--- config.mk ---
export PLATFORM = sky130hd
export DESIGN_NAME = sdram_arbiter_flat
export DESIGN_NICKNAME = d
export VERILOG_FILES = /design/src/rtl/sdram_arbiter_if.sv /design/src/rtl/sdram_arbiter.sv /design/src/flat_wrapper.sv
export SDC_FILE = /design/constraint.sdc
export NUM_CORES = 1
export LEC_CHECK = 0
export BUFFER_PORTS_ARGS = -buffer_cell sky130_fd_sc_hd__clkbuf_2
export CORE_ASPECT_RATIO = 0.75
export CORE_MARGIN = 1
export CORE_UTILIZATION = 25
export CTS_CLUSTER_DIAMETER = 60
export CTS_CLUSTER_SIZE = 24
export DETAILED_ROUTE_END_ITERATION = 16
export GPL_TIMING_DRIVEN = 1
export PLACE_DENSITY = 0.63
export SKIP_LAST_GASP = 1
export SYNTH_ARGS = -nofsm -noshare
export SYNTH_HDL_FRONTEND = slang
export SYNTH_SLANG_ARGS = --single-unit
--- constraint.sdc ---
create_clock -name sys_clk -period 3.1 [get_ports sys_clk]
set_clock_uncertainty 0.1 [all_clocks]
set_input_delay 0.155 -clock sys_clk [delete_from_list [all_inputs] [get_ports sys_clk]]
set_output_delay 0.155 -clock sys_clk [all_outputs]
set_load 0.005 [all_outputs]
--- src/rtl/sdram_arbiter_if.sv ---
// Bundle of every signal between the SDRAM command scheduler and its neighbours:
// the init unit, the refresh/write/read engines and the muxed SDRAM command bus.
interface sdram_arbiter_if #(
  parameter int ADDR_BITS = 12,
  parameter int BA_BITS   = 2
);
  logic                 init_done;
  logic [3:0]           init_cmd;
  logic [ADDR_BITS-1:0] init_addr;

  logic                 wr_req;
  logic                 rd_req;
  logic                 aref_done;
  logic                 wr_done;
  logic                 rd_done;

  logic [3:0]           aref_cmd;
  logic [3:0]           wr_cmd;
  logic [3:0]           rd_cmd;
  logic [ADDR_BITS-1:0] aref_addr;
  logic [ADDR_BITS-1:0] wr_addr;
  logic [ADDR_BITS-1:0] rd_addr;
  logic [BA_BITS-1:0]   wr_ba;
  logic [BA_BITS-1:0]   rd_ba;

  logic                 aref_en;
  logic                 wr_en;
  logic                 rd_en;
  logic [3:0]           sdram_cmd;
  logic [BA_BITS-1:0]   sdram_ba;
  logic [ADDR_BITS-1:0] sdram_addr;
  logic                 ref_ovf;

  // Requesters (init unit and engines) drive the bus from this side.
  modport master (
    output init_done, init_cmd, init_addr,
    output wr_req, rd_req, aref_done, wr_done, rd_done,
    output aref_cmd, wr_cmd, rd_cmd, aref_addr, wr_addr, rd_addr, wr_ba, rd_ba,
    input  aref_en, wr_en, rd_en, sdram_cmd, sdram_ba, sdram_addr, ref_ovf
  );

  // The arbiter itself.
  modport slave (
    input  init_done, init_cmd, init_addr,
    input  wr_req, rd_req, aref_done, wr_done, rd_done,
    input  aref_cmd, wr_cmd, rd_cmd, aref_addr, wr_addr, rd_addr, wr_ba, rd_ba,
    output aref_en, wr_en, rd_en, sdram_cmd, sdram_ba, sdram_addr, ref_ovf
  );
endinterface

--- src/rtl/sdram_arbiter.sv ---
// SDRAM command scheduler: periodic refresh timer, refresh/write/read arbitration with
// read/write round-robin, and a command/address mux driven from the registered state.
module sdram_arbiter #(
  parameter int ADDR_BITS = 12,
  parameter int BA_BITS   = 2,
  parameter int REF_CNT   = 1035,
  parameter int REF_WIDTH = 11
) (
  input  logic           sys_clk,
  input  logic           sys_rst,
  sdram_arbiter_if.slave bus
);

  typedef enum logic [2:0] {
    ST_INIT  = 3'd0,
    ST_IDLE  = 3'd1,
    ST_AREF  = 3'd2,
    ST_WRITE = 3'd3,
    ST_READ  = 3'd4
  } state_t;

  localparam logic [3:0]           CMD_NOP  = 4'b0111;
  localparam logic [REF_WIDTH-1:0] REF_LAST = REF_WIDTH'(REF_CNT - 1);

  state_t               state;
  logic [REF_WIDTH-1:0] ref_timer;
  logic                 ref_pending;
  logic                 last_wr;
  logic                 ref_ovf_r;
  logic                 ref_wrap;

  logic [3:0]           cmd_mux;
  logic [BA_BITS-1:0]   ba_mux;
  logic [ADDR_BITS-1:0] addr_mux;

  // The timer is held at zero until initialisation hands over the bus.
  assign ref_wrap = (state != ST_INIT) && (ref_timer == REF_LAST);

  always_ff @(posedge sys_clk or posedge sys_rst) begin
    if (sys_rst) begin
      state       <= ST_INIT;
      ref_timer   <= '0;
      ref_pending <= 1'b0;
      last_wr     <= 1'b0;
      ref_ovf_r   <= 1'b0;
    end else begin
      if (state != ST_INIT) begin
        if (ref_wrap) ref_timer <= '0;
        else          ref_timer <= ref_timer + 1'b1;
      end

      // A wrap on the same edge as the service keeps the new request alive.
      if (ref_wrap)
        ref_pending <= 1'b1;
      else if (state == ST_IDLE && ref_pending)
        ref_pending <= 1'b0;

      if (ref_wrap && ref_pending)
        ref_ovf_r <= 1'b1;

      case (state)
        ST_INIT: begin
          if (bus.init_done) state <= ST_IDLE;
        end
        ST_IDLE: begin
          if (ref_pending) begin
            state <= ST_AREF;
          end else if (bus.wr_req && bus.rd_req) begin
            if (last_wr) begin
              state   <= ST_READ;
              last_wr <= 1'b0;
            end else begin
              state   <= ST_WRITE;
              last_wr <= 1'b1;
            end
          end else if (bus.wr_req) begin
            state   <= ST_WRITE;
            last_wr <= 1'b1;
          end else if (bus.rd_req) begin
            state   <= ST_READ;
            last_wr <= 1'b0;
          end
        end
        ST_AREF: begin
          if (bus.aref_done) state <= ST_IDLE;
        end
        ST_WRITE: begin
          if (bus.wr_done) state <= ST_IDLE;
        end
        ST_READ: begin
          if (bus.rd_done) state <= ST_IDLE;
        end
        default: state <= ST_INIT;
      endcase
    end
  end

  always_comb begin
    cmd_mux  = CMD_NOP;
    ba_mux   = '0;
    addr_mux = '0;
    case (state)
      ST_INIT: begin
        cmd_mux  = bus.init_cmd;
        addr_mux = bus.init_addr;
      end
      ST_AREF: begin
        cmd_mux  = bus.aref_cmd;
        addr_mux = bus.aref_addr;
      end
      ST_WRITE: begin
        cmd_mux  = bus.wr_cmd;
        ba_mux   = bus.wr_ba;
        addr_mux = bus.wr_addr;
      end
      ST_READ: begin
        cmd_mux  = bus.rd_cmd;
        ba_mux   = bus.rd_ba;
        addr_mux = bus.rd_addr;
      end
      default: begin
        cmd_mux  = CMD_NOP;
        ba_mux   = '0;
        addr_mux = '0;
      end
    endcase
  end

  assign bus.aref_en    = (state == ST_AREF);
  assign bus.wr_en      = (state == ST_WRITE);
  assign bus.rd_en      = (state == ST_READ);
  assign bus.sdram_cmd  = cmd_mux;
  assign bus.sdram_ba   = ba_mux;
  assign bus.sdram_addr = addr_mux;
  assign bus.ref_ovf    = ref_ovf_r;

endmodule
--- src/flat_wrapper.sv ---
// flat-port wrapper written by rule: the top's interface ports become plain ports
module sdram_arbiter_flat 
#(
  parameter int ADDR_BITS = 12,
  parameter int BA_BITS   = 2,
  parameter int REF_CNT   = 1035,
  parameter int REF_WIDTH = 11
)
  (sys_clk, sys_rst, bus_init_done, bus_init_cmd, bus_init_addr, bus_wr_req, bus_rd_req, bus_aref_done, bus_wr_done, bus_rd_done, bus_aref_cmd, bus_wr_cmd, bus_rd_cmd, bus_aref_addr, bus_wr_addr, bus_rd_addr, bus_wr_ba, bus_rd_ba, bus_aref_en, bus_wr_en, bus_rd_en, bus_sdram_cmd, bus_sdram_ba, bus_sdram_addr, bus_ref_ovf);
  sdram_arbiter_if #(.ADDR_BITS(ADDR_BITS), .BA_BITS(BA_BITS)) bus_i ();
  input  logic sys_clk;
  input  logic sys_rst;
  input wire logic [$bits(bus_i.init_done)-1:0] bus_init_done;
  input wire logic [$bits(bus_i.init_cmd)-1:0] bus_init_cmd;
  input wire logic [$bits(bus_i.init_addr)-1:0] bus_init_addr;
  input wire logic [$bits(bus_i.wr_req)-1:0] bus_wr_req;
  input wire logic [$bits(bus_i.rd_req)-1:0] bus_rd_req;
  input wire logic [$bits(bus_i.aref_done)-1:0] bus_aref_done;
  input wire logic [$bits(bus_i.wr_done)-1:0] bus_wr_done;
  input wire logic [$bits(bus_i.rd_done)-1:0] bus_rd_done;
  input wire logic [$bits(bus_i.aref_cmd)-1:0] bus_aref_cmd;
  input wire logic [$bits(bus_i.wr_cmd)-1:0] bus_wr_cmd;
  input wire logic [$bits(bus_i.rd_cmd)-1:0] bus_rd_cmd;
  input wire logic [$bits(bus_i.aref_addr)-1:0] bus_aref_addr;
  input wire logic [$bits(bus_i.wr_addr)-1:0] bus_wr_addr;
  input wire logic [$bits(bus_i.rd_addr)-1:0] bus_rd_addr;
  input wire logic [$bits(bus_i.wr_ba)-1:0] bus_wr_ba;
  input wire logic [$bits(bus_i.rd_ba)-1:0] bus_rd_ba;
  output wire logic [$bits(bus_i.aref_en)-1:0] bus_aref_en;
  output wire logic [$bits(bus_i.wr_en)-1:0] bus_wr_en;
  output wire logic [$bits(bus_i.rd_en)-1:0] bus_rd_en;
  output wire logic [$bits(bus_i.sdram_cmd)-1:0] bus_sdram_cmd;
  output wire logic [$bits(bus_i.sdram_ba)-1:0] bus_sdram_ba;
  output wire logic [$bits(bus_i.sdram_addr)-1:0] bus_sdram_addr;
  output wire logic [$bits(bus_i.ref_ovf)-1:0] bus_ref_ovf;
  assign bus_i.init_done = bus_init_done;
  assign bus_i.init_cmd = bus_init_cmd;
  assign bus_i.init_addr = bus_init_addr;
  assign bus_i.wr_req = bus_wr_req;
  assign bus_i.rd_req = bus_rd_req;
  assign bus_i.aref_done = bus_aref_done;
  assign bus_i.wr_done = bus_wr_done;
  assign bus_i.rd_done = bus_rd_done;
  assign bus_i.aref_cmd = bus_aref_cmd;
  assign bus_i.wr_cmd = bus_wr_cmd;
  assign bus_i.rd_cmd = bus_rd_cmd;
  assign bus_i.aref_addr = bus_aref_addr;
  assign bus_i.wr_addr = bus_wr_addr;
  assign bus_i.rd_addr = bus_rd_addr;
  assign bus_i.wr_ba = bus_wr_ba;
  assign bus_i.rd_ba = bus_rd_ba;
  assign bus_aref_en = bus_i.aref_en;
  assign bus_wr_en = bus_i.wr_en;
  assign bus_rd_en = bus_i.rd_en;
  assign bus_sdram_cmd = bus_i.sdram_cmd;
  assign bus_sdram_ba = bus_i.sdram_ba;
  assign bus_sdram_addr = bus_i.sdram_addr;
  assign bus_ref_ovf = bus_i.ref_ovf;
  sdram_arbiter #(.ADDR_BITS(ADDR_BITS), .BA_BITS(BA_BITS), .REF_CNT(REF_CNT), .REF_WIDTH(REF_WIDTH)) u_core (.sys_clk(sys_clk), .sys_rst(sys_rst), .bus(bus_i));
endmodule
# After elaboration in Yosys (flattened, before gate mapping)
# Index checks and enable logic that the tools add are counted.
# op_classes
n_eq_ne	10
reduce_logical	10
addsub	1
bitwise_logic	1
n_mux	20
# op_table
cell	count
one-hot mux 12 bit (4 select lines)	1
two-way mux 3 bit	9
one-hot mux 4 bit (4 select lines)	1
one-hot mux 3 bit (5 select lines)	1
adder 11 x 1 -> 11 bit, second input constant	1
equality test 11 bit, second input constant	1
two-way mux 11 bit	1
inequality test 2 bit, second input constant	4
equality test 3 x 2 -> 1 bit, second input constant	2
two-way mux 1 bit	6
nonzero test 3 bit	2
inequality test 5 x 4 -> 1 bit, second input constant	1
AND reduction 5 bit	1
logical AND 1 bit	4
one-hot mux 2 bit (2 select lines)	1
equality test 3 x 1 -> 1 bit, second input constant	1
equality test 3 bit, second input constant	1
zero test 3 bit	1
AND reduction 3 bit	1
nonzero test 2 bit	1
NOT 1 bit	1
# totals
inputBits	76
reg_bits	17

# Longest topological paths before layout
# Gate-level depths: netlist (run 1).
# depth
depth_word	5
mapped_depth	7
ltp_nobuf	6

# Least setup slack after synthesis (run 1)
# OpenSTA, ideal clock, no wires.
# synth_timing
path_type	register to register
from	register u_core.state[2]
to	register u_core.ref_timer[9]
arrival_time_ns	1.211
path_buffers	1
setup_time_ns	0.132
setup_slack_ns	1.657
synth_period_minus_slack_ns	1.443
path_stages_with_launch	6
cell_sequence	dfrtp_1 -> buf_6 -> or3_4 -> nand4_2 -> nor3_1 -> xor2_1
# synth_between
elab_chain_len	3
# synth_lines
item	line	source
start: declaration	sdram_arbiter.sv:25	state_t state;
start signal: assignment	sdram_arbiter.sv:41	state <= ST_INIT;
start signal: assignment	sdram_arbiter.sv:63	if (bus.init_done) state <= ST_IDLE;
start signal: assignment	sdram_arbiter.sv:67	state <= ST_AREF;
nonzero test 3 bit (*)	sdram_arbiter.sv:37, sdram_arbiter.sv:47	
logical AND 1 bit	sdram_arbiter.sv:37	assign ref_wrap = (state != ST_INIT) && (ref_timer == REF_LAST);
two-way mux 11 bit	sdram_arbiter.sv:48	if (ref_wrap) ref_timer <= '0;
end signal: assignment	sdram_arbiter.sv:49	else ref_timer <= ref_timer + 1'b1;
end: declaration	sdram_arbiter.sv:26	logic [REF_WIDTH-1:0] ref_timer;
# Every way passes the cells marked *; elsewhere a longest branch is shown, timed or not.
# A chain may end at the register's enable or synchronous reset.

# Worst setup path after layout (run 1)
# layout_timing
from	register u_core.state[0]
to	output bus_sdram_ba[1]
# layout_between
elab_chain_len	2
# layout_lines
item	line	source
equality test 3 bit / equality test 3 x 2 -> 1 bit (equally long branches)	sdram_arbiter.sv:102	case (state)
one-hot mux 2 bit (2 select lines) (*)	sdram_arbiter.sv:102	
end: declaration	flat_wrapper.sv:33	output wire logic [$bits(bus_i.sdram_ba)-1:0] bus_sdram_ba;
# Marks and branches as above.

==> out/results.md, run 1 <==
### Clock network
* 17 — clock sink count
* 0.06 ns — clock slew at the register clock pins of the worst setup and hold paths
* sky130_fd_sc_hd__clkbuf_8 — root buffer cell
* done — TritonCTS clock tree
* 3 — TritonCTS buffer count
* 0.25 ns — latest clock arrival within the worst-skew pair
* 1 — number of H-tree levels
* 2 — maximum root-to-sink buffer count

### Synth
* 7.91 um2 — average cell area after synthesis
* 0 — warning count from the yosys run
* 29.1% — sequential fraction of the synthesis area
* 40 — Distinct cells, synth
* 0.00146 mm2 — post-synth design cell area
* 185 — Cells after Synth
* 263 — Synth Net Count
* 17 — #FFs+latches synth

### Run
* 0 — maximum capacitance violations

### Worst setup path
* 0.74 ns — max incr delay on CP
* u_core.state[0]$_DFFE_PP0P_ — start point of the critical path
* 5 — number of cells on the worst reg-to-reg path
* 2.84 ns — required time of the worst setup path
* u_core.state[1]$_DFFE_PP0P_ — startpoint of the worst-slack reg-to-reg timing path
* 2.09 ns — arrival time of the worst setup path
* flip-flop to primary output — type of the worst setup path
* buf_4 > nor2_1 > nand2_1 > inv_2 > a22o_1 > clkbuf_2 — critical path cell sequence
* primary output — Crit. End Element
* 1.06 ns — Register-to-Register Setup Slack
* sky130_fd_sc_hd__dfrtp_1 — Max stage delay cell, worst path
* u_core.ref_timer[9]$_DFFE_PP0P_ — endpoint of the worst register-to-register path
* 20 — maximum fanout encountered on the critical timing path
* flip-flop — nature of the critical path startpoint

### Power
* 59.6% — Gate power share
* 1.05 nW — leakage power of the design
* 742 mW/mm2 — pwr dens
* 840 uW — internal power summed over all cells
* 0.000273 V — Max VDD drop
* 684 uW — switching component of the power
* 44.9% — proportion of total power due to net switching
* 29.8% — fraction of power consumed by sequential logic
* 10.6% — clock network power share

### GRT
* 0 — number of antenna violations at the first check in global routing
* 13.1% — overall fraction of global-route tracks in use
* 0 — total congestion overflow
* 21 — pin count of the biggest net entering global routing
* 6490 um — wire length of the first global-routing pass
* 1,358 — vias in the first global route

### Drt
* 4130 um — final WL
* 4.54 — routed vias/inst
* 0 — number of nets with antenna violations after detailed routing
* 78 — number of DRC markers after the initial detailed-route iteration
* 11.7 um — final routed wire length divided by cell count
* 0 — number of design rule violations left after detail routing
* 4 — drt first pass iters
* 1,606 — detailed-route via count

### Cells and area
* 0 — antenna cells
* 40.4% — area grow syn2layout
* 354 — number of standard cells in the final layout excluding fillers
* 40.1% — layout cells sized above 1
* 358 — Net count, final

### Floorplan
* 0.00616 mm2 — die footprint
* 26.6% — initial standard-cell utilization of the core
* 98 — number of placed I/O pins
* 0.00550 mm2 — Core Region
* 23 — row cnt
* 90.3 um — floorplan die width
* 68.2 um — die span in y

### Timing
* 0 — Final Slew Violations
* 0 ns — sum of negative setup slack
* 75.5% — Period Utilization, post-route
* 0.0287 ns — smallest hold slack
* 58.1% — Max-Slew Margin vs Limit
* no — setup repair after global routing missed its margin
* 0 — count of endpoints failing setup in the final report
* 427 MHz — maximum clock rate
* 2.34 ns — shortest clock period the worst path allows after layout
* 0 — number of endpoints with negative hold slack in the final report
* 0.629 ns — transition time at the pin with the least slew margin

### Hold path
* 2 — number of cells traversed by the worst hold path
* primary input to flip-flop — path class of the lowest-slack min-delay path
* u_core.last_wr$_DFFE_PP0P_ — Hold Crit Endpoint
* bus_rd_req — Worst Min Path Start

### Placement
* 3390 um — placed wire-length estimate
* 349 — total instance count after detailed placement
* 0.806 — GP Congestion
* 97 — quantity of I/O buffers inserted on ports

### Run status
* finished clean — run status

cell usage in the layout (no fill, tap or decap), types with 2 or more instances in the layout:
cell type | netlist | final
sky130_fd_sc_hd__inv_1 | 5 | 5
sky130_fd_sc_hd__clkbuf_8 | 0 | 3
sky130_fd_sc_hd__o21ai_0 | 4 | 4
sky130_fd_sc_hd__nor2_1 | 22 | 22
sky130_fd_sc_hd__dfrtp_1 | 17 | 17
sky130_fd_sc_hd__nor2b_1 | 4 | 4
sky130_fd_sc_hd__a31oi_1 | 2 | 2
sky130_fd_sc_hd__a22o_1 | 2 | 2
sky130_fd_sc_hd__nor4b_2 | 2 | 2
sky130_fd_sc_hd__nand4_2 | 2 | 2
sky130_fd_sc_hd__buf_4 | 3 | 3
sky130_fd_sc_hd__xnor2_1 | 4 | 4
sky130_fd_sc_hd__and2_1 | 3 | 3
sky130_fd_sc_hd__xor2_1 | 4 | 4
sky130_fd_sc_hd__nand2_1 | 24 | 24
sky130_fd_sc_hd__o22a_1 | 3 | 3
sky130_fd_sc_hd__clkbuf_2 | 0 | 97
sky130_fd_sc_hd__a21o_1 | 3 | 3
sky130_fd_sc_hd__nor3_1 | 6 | 6
sky130_fd_sc_hd__mux2i_1 | 17 | 17
sky130_fd_sc_hd__a21oi_1 | 20 | 20
sky130_fd_sc_hd__o21ai_1 | 12 | 12
sky130_fd_sc_hd__ha_1 | 2 | 2
sequential cells by signal (all words and copies together), names as in the netlist:
name and cells:
u_core.ref_timer 11, u_core.state 3, u_core.last_wr 1, u_core.bus.ref_ovf 1
u_core.ref_pending 1
layer usage:
| metal | wire length, um | track usage [%] | vias up | part of all wire [%] |
|---|---|---|---|---|
| li1 | - | - | 841 | - |
| met1 | 2110 | 20.3 | 711 | 51 |
| met2 | 1780 | 17.8 | 52 | 43 |
| met3 | 213 | 2.67 | 2 | 5.2 |
| met4 | 27 | 3.63 | 0 | 0.65 |
| met5 | 0 | 0 | - | 0 |
cells by family after synthesis:
group / Yosys count / share of synthesized area [%]
buffers and inverters: 17 / 6.07
AO/OA/AOI/OAI: 52 / 20.9
adder cells (fa/ha/maj): 2 / 1.71
AND/OR/NAND/NOR: 72 / 25.8
XOR/XNOR: 8 / 4.79
flip-flops: 17 / 29.1
multiplexers: 17 / 11.6
critical path: cells and delay by family (launching register included):
kind	cells	cell delay, ns
flops	1	0.74
compound gates	1	0.27
simple gates	2	0.21
buf+inv	3	0.60
worst max path at each step:
stage	endpoint	slack, ns	cells past startpoint
after floorplan	u_core.ref_timer[9]$_DFFE_PP0P_	1.66	5
after global placement	bus_sdram_ba[1]	1.08	5
after detailed placement	bus_sdram_ba[1]	1.05	6
after CTS	bus_sdram_ba[1]	0.76	6
after global routing	bus_sdram_ba[1]	0.55	6
final	bus_sdram_ba[1]	0.76	6
stage by stage:
stage               setup slack, ns  area (um2)  util [%]  total power, mW
floorplan                      1.66        1460         -             1.08
global placement               1.08        2000      36.4             1.36
detailed placement             1.05        2000      36.4             1.37
CTS                           0.760        2050      37.4             1.53
global route                  0.548        2050      37.4             1.69
finish                        0.758        2050      37.4             1.52
Yosys cell counts (all sizes together):
library cell | count | share of area (%)
nand2 | 24 | 6.2
nor2 | 22 | 5.6
a21oi | 20 | 6.8
dfrtp | 17 | 29
mux2i | 17 | 12
o21ai | 16 | 5.5
buf | 9 | 4.0
nor3 | 7 | 2.7
inv | 6 | 1.5
nor2b | 4 | 1.7
xnor2 | 4 | 2.4
xor2 | 4 | 2.4
a21o | 3 | 1.5
and2 | 3 | 1.3
nand4 | 3 | 2.1
o22a | 3 | 1.8
a22o | 2 | 1.2
a31oi | 2 | 0.86
clkbuf | 2 | 0.51
ha | 2 | 1.7
nor4b | 2 | 2.1
or3 | 2 | 1.2
a211oi | 1 | 0.51
a21boi | 1 | 0.51
a22oi | 1 | 0.51
and3 | 1 | 0.77
and4 | 1 | 0.77
nand3 | 1 | 0.34
nand4b | 1 | 0.60
nor4 | 1 | 0.43
o21bai | 1 | 0.51
o311ai | 1 | 0.60
o31ai | 1 | 0.51
area by class of cell:
type                    count  area [um2]
fillers                   607        3440
repair buffers            101         518
multi-input cells         151         948
clock buffers               4        45.0
flip-flops and latches     17         425
inverters                   6        22.5
well taps                  75        93.8
timing repair:
action | 4_1_cts | 5_1_grt
buffers inserted | 0 | 0
hold buffers | 1 | 0
resized for setup | 0 | 0
hold endpoints to repair | 17 | 0
setup endpoints to repair | 0 | 0
power groups by stage:
| stage | registers, mW | logic, mW | clock network, mW |
|---|---|---|---|
| floorplan | 0.361 | 0.718 | 0 |
| CTS | 0.453 | 0.915 | 0.167 |
| global route | 0.478 | 1.03 | 0.182 |
| detailed placement | 0.456 | 0.910 | 0 |
| finish | 0.454 | 0.909 | 0.161 |
| global placement | 0.454 | 0.902 | 0 |
Power figures use the tool's default switching activity.
==> run 2, diff against run 1 <==
--- a/config.mk
+++ b/config.mk
@@ -5,6 +5,7 @@
 export SDC_FILE = /design/constraint.sdc
 export NUM_CORES = 1
 export LEC_CHECK = 0
+export ABC_AREA = 1
 export BUFFER_PORTS_ARGS = -buffer_cell sky130_fd_sc_hd__clkbuf_2
 export CORE_ASPECT_RATIO = 0.75
 export CORE_MARGIN = 1
==> constraint.sdc (replaced) <==
create_clock -name sys_clk -period 2.38 [get_ports sys_clk]
set_clock_uncertainty 0.1 [all_clocks]
set_input_delay 0.119 -clock sys_clk [delete_from_list [all_inputs] [get_ports sys_clk]]
set_output_delay 0.119 -clock sys_clk [all_outputs]
set_load 0.005 [all_outputs]
==> run 2 against run 1 <==
Net effect: highest routed layer is now met3; largest cell class unchanged; sequential power is 12% higher; total power is 34% higher; synthesized cell count is 28% higher; utilization is 0.078 points lower; register-to-register slack worse by 0.54 ns.
==> out/results.md, run 2 <==
### Clock network
* 17 — clock sink count
* 0.25 ns — latest clock arrival within the worst-skew pair
* 0 — number of post-CTS setup repair buffers
* 2 — maximum root-to-sink buffer count
* 0 — post_cts resized
* sky130_fd_sc_hd__clkbuf_8 — root buffer cell
* 3 — TritonCTS buffer count
* done — TritonCTS clock tree
* 0.07 ns — clock slew at the register clock pins of the worst setup and hold paths
* 1 — number of H-tree levels

### Drt
* 4.33 — routed vias/inst
* 227 um — met3 wire length
* 58 — number of DRC markers after the initial detailed-route iteration
* 10.4 um — final routed wire length divided by cell count
* met3 — top layer in use
* 0 — number of nets with antenna violations after detailed routing
* 1,761 — detailed-route via count
* 4 — drt first pass iters
* 4220 um — final WL
* 2020 um — wire length on met1
* 0 — number of design rule violations left after detail routing
* 1960 um — Detail Route met2 WL

### Floorplan
* 26.6% — initial standard-cell utilization of the core
* 0.00613 mm2 — die footprint
* 0.00547 mm2 — Core Region
* 23 — row cnt
* 68.0 um — die span in y
* 98 — number of placed I/O pins
* 90.1 um — floorplan die width

### Cells and area
* 34.0% — layout cells sized above 1
* sky130_fd_sc_hd__nand2_1 — most frequent standard cell in the layout excluding fill and tap cells
* u_core.ref_timer (11), u_core.state (3) — biggest registers after layout
* 878 um2 — area occupied by multi-input gates
* 425 um2 — area taken by flip-flops and latches
* 11 — number of flip-flops under the largest register name
* 596 — fill cell count
* 0.00204 mm2 — design area
* sky130_fd_sc_hd__nand2_1 (106), sky130_fd_sc_hd__clkbuf_2 (97), sky130_fd_sc_hd__inv_1 (22) — leading cell types in the layout, fill and taps excluded
* 40.2% — area grow syn2layout
* u_core.ref_timer — register with the most flip-flops
* 0 — antenna cells
* 411 — Net count, final

### Synth
* 0.00145 mm2 — post-synth design cell area
* sky130_fd_sc_hd__nand2_1 — library cell with the highest instance count after synthesis
* 26 — Distinct cells, synth
* sky130_fd_sc_hd__dfrtp_1 — flip-flop cell with the highest count after synthesis
* sky130_fd_sc_hd__nand2_1 (106), sky130_fd_sc_hd__inv_1 (22), sky130_fd_sc_hd__nor2_1 (21), sky130_fd_sc_hd__dfrtp_1 (17), sky130_fd_sc_hd__nand3_1 (17) — Post-synth top cells
* 100% — fraction of registers with async set/reset
* 0 — number of enable flip-flop cells after synthesis
* sky130_fd_sc_hd__dfrtp_1 (29%), sky130_fd_sc_hd__nand2_1 (27%), sky130_fd_sc_hd__nand4_1 (6.9%) — most area-consuming cells after synthesis
* 236 — Cells after Synth
* 0 — warning count from the yosys run
* 314 — Synth Net Count
* 17 — #FFs+latches synth
* sky130_fd_sc_hd__dfrtp_1 — largest area contributor in the synthesized netlist
* 6.16 um2 — average cell area after synthesis
* 29.3% — sequential fraction of the synthesis area
* 29.3% — post-synth top area share

### Placement
* 3400 um — placed wire-length estimate
* 0.793 — GP Congestion
* 0.00198 mm2 — placed instance area
* 97 — quantity of I/O buffers inserted on ports

### Timing
* 47.3% — Max-Slew Margin vs Limit
* 2.13 ns — shortest clock period the worst path allows after layout
* 0 — number of endpoints with negative hold slack in the final report
* 0.790 ns — transition time at the pin with the least slew margin
* 89.4% — Period Utilization, post-route
* no — setup repair after global routing missed its margin
* 470 MHz — maximum clock rate
* 0 — Final Slew Violations
* 0 ns — sum of negative setup slack
* 0 — count of endpoints failing setup in the final report

### GRT
* 13.6% — overall fraction of global-route tracks in use
* 1,540 — vias in the first global route
* 0 — number of antenna violations at the first check in global routing
* 0 — total congestion overflow
* 6900 um — wire length of the first global-routing pass
* 23 — pin count of the biggest net entering global routing

### Power
* 1000 mW/mm2 — pwr dens
* 1.16 nW — leakage power of the design
* 0.000376 V — Max VDD drop

### Worst setup path
* 2.16 ns — required time of the worst setup path
* 0.62 ns — max incr delay on CP
* nand2_1 > nor2_2 > nand2_1 > nand3_1 > nand3b_1 > clkbuf_2 — critical path cell sequence
* 1.91 ns — arrival time of the worst setup path
* flip-flop — nature of the critical path startpoint
* 1 — critical path buffer and inverter count
* flip-flop to primary output — type of the worst setup path
* primary output — Crit. End Element
* sky130_fd_sc_hd__nand2_1 — Critical Path Most Common Cell
* 20 — maximum fanout encountered on the critical timing path
* simple AND/OR/NAND/NOR gates — delay-heaviest family, CP
* sky130_fd_sc_hd__nor2_2 — Max stage delay cell, worst path

### Hold path
* primary input to flip-flop — path class of the lowest-slack min-delay path

### Run status
* finished clean — run status

### Run
* 0 — maximum capacitance violations

-- run 2: metal layers --
layer / GRT usage, % / vias to the layer above
met3: 3.00 / 0
met5: 0 / -
met1: 19.6 / 764
met4: 1.21 / 0
met2: 21.7 / 56
li1: - / 941
-- run 2: cell type report --
class                   count  area share, %
multi-input cells         187           43.1
repair buffers             98           24.3
flip-flops and latches     17           20.9
inverters                  26           4.91
well taps                  75           4.60
clock buffers               4           2.21
-- run 2: metrics by stage --
stage                     utilization [%]  instances  hold WS, ns  power (mW)  setup WS, ns
after floorplan                         -        236      -0.0549        1.42          1.05
after global placement               36.3        402        0.148        1.82         0.570
after detailed placement             36.3        402        0.152        1.83         0.552
after CTS                            37.3        407       0.0484        2.07         0.260
after global routing                 37.3        407       0.0856        2.29        0.0778
final                                37.3        407       0.0516        2.04         0.252
-- run 2: kinds of logic after synthesis --
kind of cell,Yosys count,share of synthesized area [%]
AO/OA/AOI/OAI,13,5.42
flip-flops,17,29.3
AND/OR/NAND/NOR,170,52.1
adder cells (fa/ha/maj),2,1.72
XOR/XNOR,2,1.21
buffers and inverters,32,10.3
-- run 2: timing repair --
action                                  in CTS  in global routing
hold endpoints to repair                    17                  0
endpoints found under the setup margin       0                  0
hold buffers                                 1                  0
-- run 2: final timing paths --
path | startpoint | end | slack, ns | depth (start not counted)
worst max-delay path | u_core.state[0]$_DFFE_PP0P_ | bus_sdram_cmd[2] | 0.25 | 6
worst min register to register | u_core.bus.ref_ovf$_DFFE_PP0P_ | u_core.bus.ref_ovf$_DFFE_PP0P_ | 0.38 | 1
min in group asynchronous | sys_rst | u_core.bus.ref_ovf$_DFFE_PP0P_ | 0.39 | 3
max in group asynchronous | sys_rst | u_core.ref_timer[0]$_DFFE_PP0P_ | 1.35 | 3
worst min-delay path | bus_rd_done | u_core.state[2]$_DFFE_PP0P_ | 0.05 | 4
worst max register to register | u_core.state[0]$_DFFE_PP0P_ | u_core.state[0]$_DFFE_PP0P_ | 0.52 | 8
-- run 2: tightest hold or removal path, cell delays in order --
cell                       delay, ns
sky130_fd_sc_hd__clkbuf_2       0.07
sky130_fd_sc_hd__inv_1          0.03
sky130_fd_sc_hd__nand3_1        0.09
sky130_fd_sc_hd__nand2_1        0.06
-- run 2: report_power, final --
part | internal (mW) | switching, mW | leakage, nW
clock | 0.119 | 0.104 | 0.0228
sequential | 0.386 | 0.124 | 0.219
combinational | 0.529 | 0.783 | 0.915
total | 1.03 | 1.01 | 1.16
